**src/rtl/slave_ahb.sv**
```systemverilog
// slave_ahb: AHB word-memory slave with a fixed wait-state count and two-cycle ERROR responses.
// Only 32-bit aligned accesses that fall inside the memory window are serviced.
module slave_ahb #(
    parameter logic [31:0] BASE_ADDR   = 32'h0000_0000,
    parameter int unsigned MEM_DEPTH   = 16,
    parameter int unsigned WAIT_STATES = 0
) (
    input  logic        CLK_SLAVE,
    input  logic        RESET_SLAVE,
    input  logic        HSEL,
    input  logic [31:0] HADDR,
    input  logic        HWRITE,
    input  logic [2:0]  HSIZE,
    input  logic [2:0]  HBURST,
    input  logic [1:0]  HTRANS,
    input  logic [31:0] HWDATA,
    output logic        HREADY,
    output logic        HRESP,
    output logic [31:0] HRDATA
);

    localparam int unsigned IdxW    = (MEM_DEPTH > 1) ? $clog2(MEM_DEPTH) : 1;
    localparam logic [32:0] EndAddr = {1'b0, BASE_ADDR} + 33'(MEM_DEPTH * 4);

    typedef enum logic [2:0] {
        S_IDLE,
        S_WAIT,
        S_DATA,
        S_ERR1,
        S_ERR2
    } state_e;

    state_e            state_q, state_d;
    logic [2:0]        wait_q, wait_d;
    logic [IdxW-1:0]   idx_q, idx_d;
    logic              write_q, write_d;
    logic [2:0]        size_q, size_d;
    logic [31:0]       exp_addr_q, exp_addr_d;
    logic [31:0]       mem_q [MEM_DEPTH];

    logic              bus_ready;
    logic              accept;
    logic              xfer_err;
    logic [31:0]       offset;
    logic [31:0]       next_addr;

    // Bus is ready in every state except the stalled halves of wait and error phases.
    assign bus_ready = (state_q != S_WAIT) && (state_q != S_ERR1);
    assign accept    = bus_ready && HSEL && HTRANS[1];
    assign offset    = HADDR - BASE_ADDR;

    // Classify the presented address phase and compute where the next SEQ beat must land.
    always_comb begin
        xfer_err = 1'b0;
        if (HADDR < BASE_ADDR)                      xfer_err = 1'b1;
        if ({1'b0, HADDR} >= EndAddr)               xfer_err = 1'b1;
        if (HADDR[1:0] != 2'b00)                    xfer_err = 1'b1;
        if (HSIZE != 3'b010)                        xfer_err = 1'b1;
        if (HTRANS == 2'b11 && HADDR != exp_addr_q) xfer_err = 1'b1;

        // WRAP4 of words wraps inside the 16-byte block.
        if (HBURST == 3'b010) begin
            next_addr = {HADDR[31:4], HADDR[3:0] + 4'd4};
        end else begin
            next_addr = HADDR + 32'd4;
        end
    end

    // Next-state logic: address phases are only evaluated in bus-ready states.
    always_comb begin
        state_d    = state_q;
        wait_d     = wait_q;
        idx_d      = idx_q;
        write_d    = write_q;
        size_d     = size_q;
        exp_addr_d = exp_addr_q;

        case (state_q)
            S_WAIT: begin
                if (wait_q == 3'd0) begin
                    state_d = S_DATA;
                end else begin
                    wait_d = wait_q - 3'd1;
                end
            end
            S_ERR1: state_d = S_ERR2;
            default: begin
                // S_IDLE, S_DATA and S_ERR2 all complete this cycle and may take a new beat.
                if (accept) begin
                    idx_d      = IdxW'(offset >> 2);
                    write_d    = HWRITE;
                    size_d     = HSIZE;
                    exp_addr_d = next_addr;
                    if (xfer_err) begin
                        state_d = S_ERR1;
                    end else if (WAIT_STATES != 0) begin
                        state_d = S_WAIT;
                        wait_d  = 3'(WAIT_STATES - 1);
                    end else begin
                        state_d = S_DATA;
                    end
                end else begin
                    state_d = S_IDLE;
                end
            end
        endcase
    end

    // Control state registers.
    always_ff @(posedge CLK_SLAVE or posedge RESET_SLAVE) begin
        if (RESET_SLAVE) begin
            state_q    <= S_IDLE;
            wait_q     <= 3'd0;
            idx_q      <= '0;
            write_q    <= 1'b0;
            size_q     <= 3'd0;
            exp_addr_q <= 32'd0;
        end else begin
            state_q    <= state_d;
            wait_q     <= wait_d;
            idx_q      <= idx_d;
            write_q    <= write_d;
            size_q     <= size_d;
            exp_addr_q <= exp_addr_d;
        end
    end

    // Memory array: cleared by reset, written at the end of a write data phase.
    always_ff @(posedge CLK_SLAVE or posedge RESET_SLAVE) begin
        if (RESET_SLAVE) begin
            for (int i = 0; i < int'(MEM_DEPTH); i++) begin
                mem_q[i] <= 32'd0;
            end
        end else if (state_q == S_DATA && write_q && size_q == 3'b010) begin
            mem_q[idx_q] <= HWDATA;
        end
    end

    // Bus outputs decoded from the current state; read data only appears in a read data phase.
    always_comb begin
        HREADY = bus_ready;
        HRESP  = 1'b0;
        HRDATA = 32'd0;
        case (state_q)
            S_ERR1, S_ERR2: HRESP = 1'b1;
            S_DATA: begin
                if (!write_q) HRDATA = mem_q[idx_q];
            end
            default: ;
        endcase
    end

endmodule

```
**config.mk**
```make
export PLATFORM = sky130hd
export DESIGN_NAME = slave_ahb
export DESIGN_NICKNAME = d
export VERILOG_FILES = /design/src/rtl/slave_ahb.sv
export SDC_FILE = /design/constraint.sdc
export NUM_CORES = 1
export LEC_CHECK = 0
export ABC_AREA = 1
export CORE_UTILIZATION = 53
export DETAILED_ROUTE_END_ITERATION = 6
export PLACE_DENSITY = 0.71
export SETUP_SLACK_MARGIN = 0.2
export SYNTH_ARGS = -nofsm -noshare
export SYNTH_HDL_FRONTEND = slang
export SYNTH_SLANG_ARGS = --single-unit
```
**constraint.sdc**
```tcl
create_clock -name CLK_SLAVE -period 22.9 [get_ports CLK_SLAVE]
set_input_delay 3.435 -clock CLK_SLAVE [delete_from_list [all_inputs] [get_ports CLK_SLAVE]]
set_output_delay 3.435 -clock CLK_SLAVE [all_outputs]
set_load 0.01 [all_outputs]
```
==> summary.md <==
| Metric | Value |
|---|---|
| Synth cell types | 30 |
| Worst-path cell chain | inv_1, nor2_4, buf_4, buf_4, a22oi_1, a21oi_1, nor3_1, nor2_1, clkdlybuf4s50_1 |
| Largest stage delay, worst path | 0.83 ns |
| Mapped Avg Cell Area | 8.76 um2 |
| Clock transition at the registers of the reported paths | 0.06 ns |
| Pwr dens | 94.2 nW/um2 |
| Vias per cell | 5.95 |
| WL/cell | 20.1 um |
| Synthesized area | 24700 um2 |
| Routed WL | 69500 um |
| DIE AREA | 47500 um2 |
| Sequential element share of the synthesized area | 56.5% |
| # IOs | 110 |
| Root Driver | clkbuf_16 |
| DP HPWL | 37900 um |
| CTS Hold Bufs | 0 |
| Drt pass-1 iters | 6 |
| Largest fanout on the critical path | 55 |
| Type of the worst setup path | flop to output pin |
| Largest net degree at the start of global routing | 113 |
| Slew Limit Fails | 0 |
| Port bufs | 109 |
| Sum Neg Setup Slack | 0 ns |
| GRT Total Usage | 29.9% |
| Layout Utilization | 61.5% |
| Unrepaired setup endpoints after global routing | false |
| Routed Antenna Nets | 0 |
| Nets | 2897 |
| Clock sinks | 558 |
| Commonest non-fill, non-tap cell in the layout | nand2_1 |
| Starting Density | 54.2% |
| Outcome | completed |
| Die W | 218 um |
| Worst Path Required | 19.47 ns |
| Hold_ws | 0.485 ns |
| Global route overflow | 0 |
| Max cap viols | 0 |
| Worst-Skew Late Latency | 0.61 ns |
| Critical path startpoint | idx_q[1] |
| Hold path startpoint | mem_q[175] |
| CTS H-tree lvls | 2 |
| Crit path capture type | output pin |
| Fmax | 0.122 GHz |
| First-pass GRT wire length | 111000 um |
| CTS max path bufs | 3 |
| Yosys warning count | 0 |
| Most used cell, CP | buf_4 |
| Final Hold Viols | 0 |
| Minimum clock period | 8.22 ns |
| Vias | 20600 |
| Leak | 13.4 nW |
| CTS tree | built |
| Resized cells post-CTS | 0 |
| Layout Area Growth over Synthesis | 13.6% |
| Antenna violations before repair | 2 |
| Worst Path Buf+Inv | 4 |
| Rel. slew slack | 23.6% |
| Clock skew | 0.0101 ns |
| Most frequent cells in the layout | nand2_1, dfrtp_1, o21ai_0 |
| Core area | 45700 um2 |
| Vias in the first global route | 19900 |
| Fraction of layout instances using a drive strength above 1 | 5.90% |
| Max VDD drop | 0.0694 mV |
| R2R Path Start | idx_q[1] |
| CP Data Arrival Time | 4.79 ns |
| Gate Count Post-Synth | 2823 |
| Die height | 218 um |
| Flops & latches, synth | 558 |
| Row cnt | 78 |
| Hold/Removal Path Class | flop to flop |
| DRC | 0 |
| TritonCTS buffer count | 58 |
| Final Setup Violations | 0 |
| Crit-path slowest cell | nor2_4 |
| Post-CTS setup buffers | 0 |
| Dominant delay contributor by cell family on the critical path | buffers and inverters |
| Worst Max-Slew Pin Slew | 1.15 ns |
| Crit path launch type | flop |
| Starting DRT DRC Count | 2191 |
| Post-Syn Nets | 2903 |
| Final Wtd Congestion | 0.884 |
| Final worst-path cycle share | 35.9% |
## cell usage after synthesis
cell      instances  area [um2]
nand2_1         847        3180
dfrtp_1         558       14000
o21ai_0         538        2690
a22oi_1         256        1920
clkbuf_1        162         608
inv_1           104         390
nor2_1           81         304
nand3_1          50         250
buf_2            42         210
nor3_1           41         205
a21oi_1          35         175
xnor2_1          23         201
a21boi_0         22         165
nand2_2          16         100
xor2_1            9        78.8
nand4_1           7        43.8
buf_1             6        22.5
o21ai_1           5        25.0
ha_1              4        50.1
nor3_4            3        48.8
or2_2             3        18.8
a31oi_1           2        12.5
o21bai_1          2        15.0
inv_2             1        3.75
nand3_2           1        10.0
nor2_2            1        6.26
nor3_2            1        10.0
nor4_1            1        6.26
o22ai_1           1        6.26
o31ai_1           1        7.51
## worst reg2reg max path: stages, from the launching register on
cell	delay, ns
dfrtp_1	0.49
inv_1	0.12
nor2_4	0.83
buf_4	0.66
buf_4	0.70
nand2_2	0.50
buf_4	0.46
o21ai_0	0.32
## state kept, by name (all words and copies together) (netlist names)
| name | count |
|---|---|
| exp_addr_q | 32 |
| idx_q | 4 |
| mem_q | 512 |
| size_q | 3 |
| state_q | 3 |
| wait_q | 3 |
| write_q | 1 |
## layout make-up
class                   instances  area [um2]
inverters                     105         404
clock inverters                24         317
well taps                     600         751
flip-flops and latches        558       14000
fillers                      3874       17600
clock buffers                  81        1730
multi-input cells            1950        9580
repair buffers                144        1350
diodes                          1        2.50
## metrics by stage
stage	area [um2]	power [mW]	setup WS, ns	std cells
floorplan	24700	1.51	3.86	2823
global placement	26100	1.64	15.42	3357
detailed placement	26100	1.66	15.38	3357
CTS	28100	2.66	14.73	3462
global route	28100	2.78	14.52	3463
finish	28100	2.65	14.68	3463
## path summary, 6_finish.rpt
path	endpoint	slack, ns	depth (start not counted)
max in group asynchronous	mem_q[397]	17.05	4
hold / removal	mem_q[175]	0.48	2
setup / recovery	HRDATA[28]	14.68	9
min in group asynchronous	mem_q[158]	3.37	2
hold reg to reg	mem_q[175]	0.48	2
setup reg to reg	mem_q[57]	18.72	7
## metal layers
metal	GRT usage (%)	part of all wire (%)
met5	0	0.019
met4	9.98	2.9
met3	5.62	7.7
met2	48.5	47
met1	40.4	42
## cell families after synthesis
kind of cell / after synthesis / share of synthesized area [%]
simple gates: 1052 / 16.9
compound gates: 862 / 20.3
flops: 558 / 56.5
buf+inv: 315 / 4.99
xor+xnor: 32 / 1.13
fa+ha+maj: 4 / 0.202
## power by group
part	internal [mW]	switching, mW
Combinational	0.179	0.277
Clock	0.603	0.395
Sequential	1.12	0.0768
(Power assumes the default switching activity.)
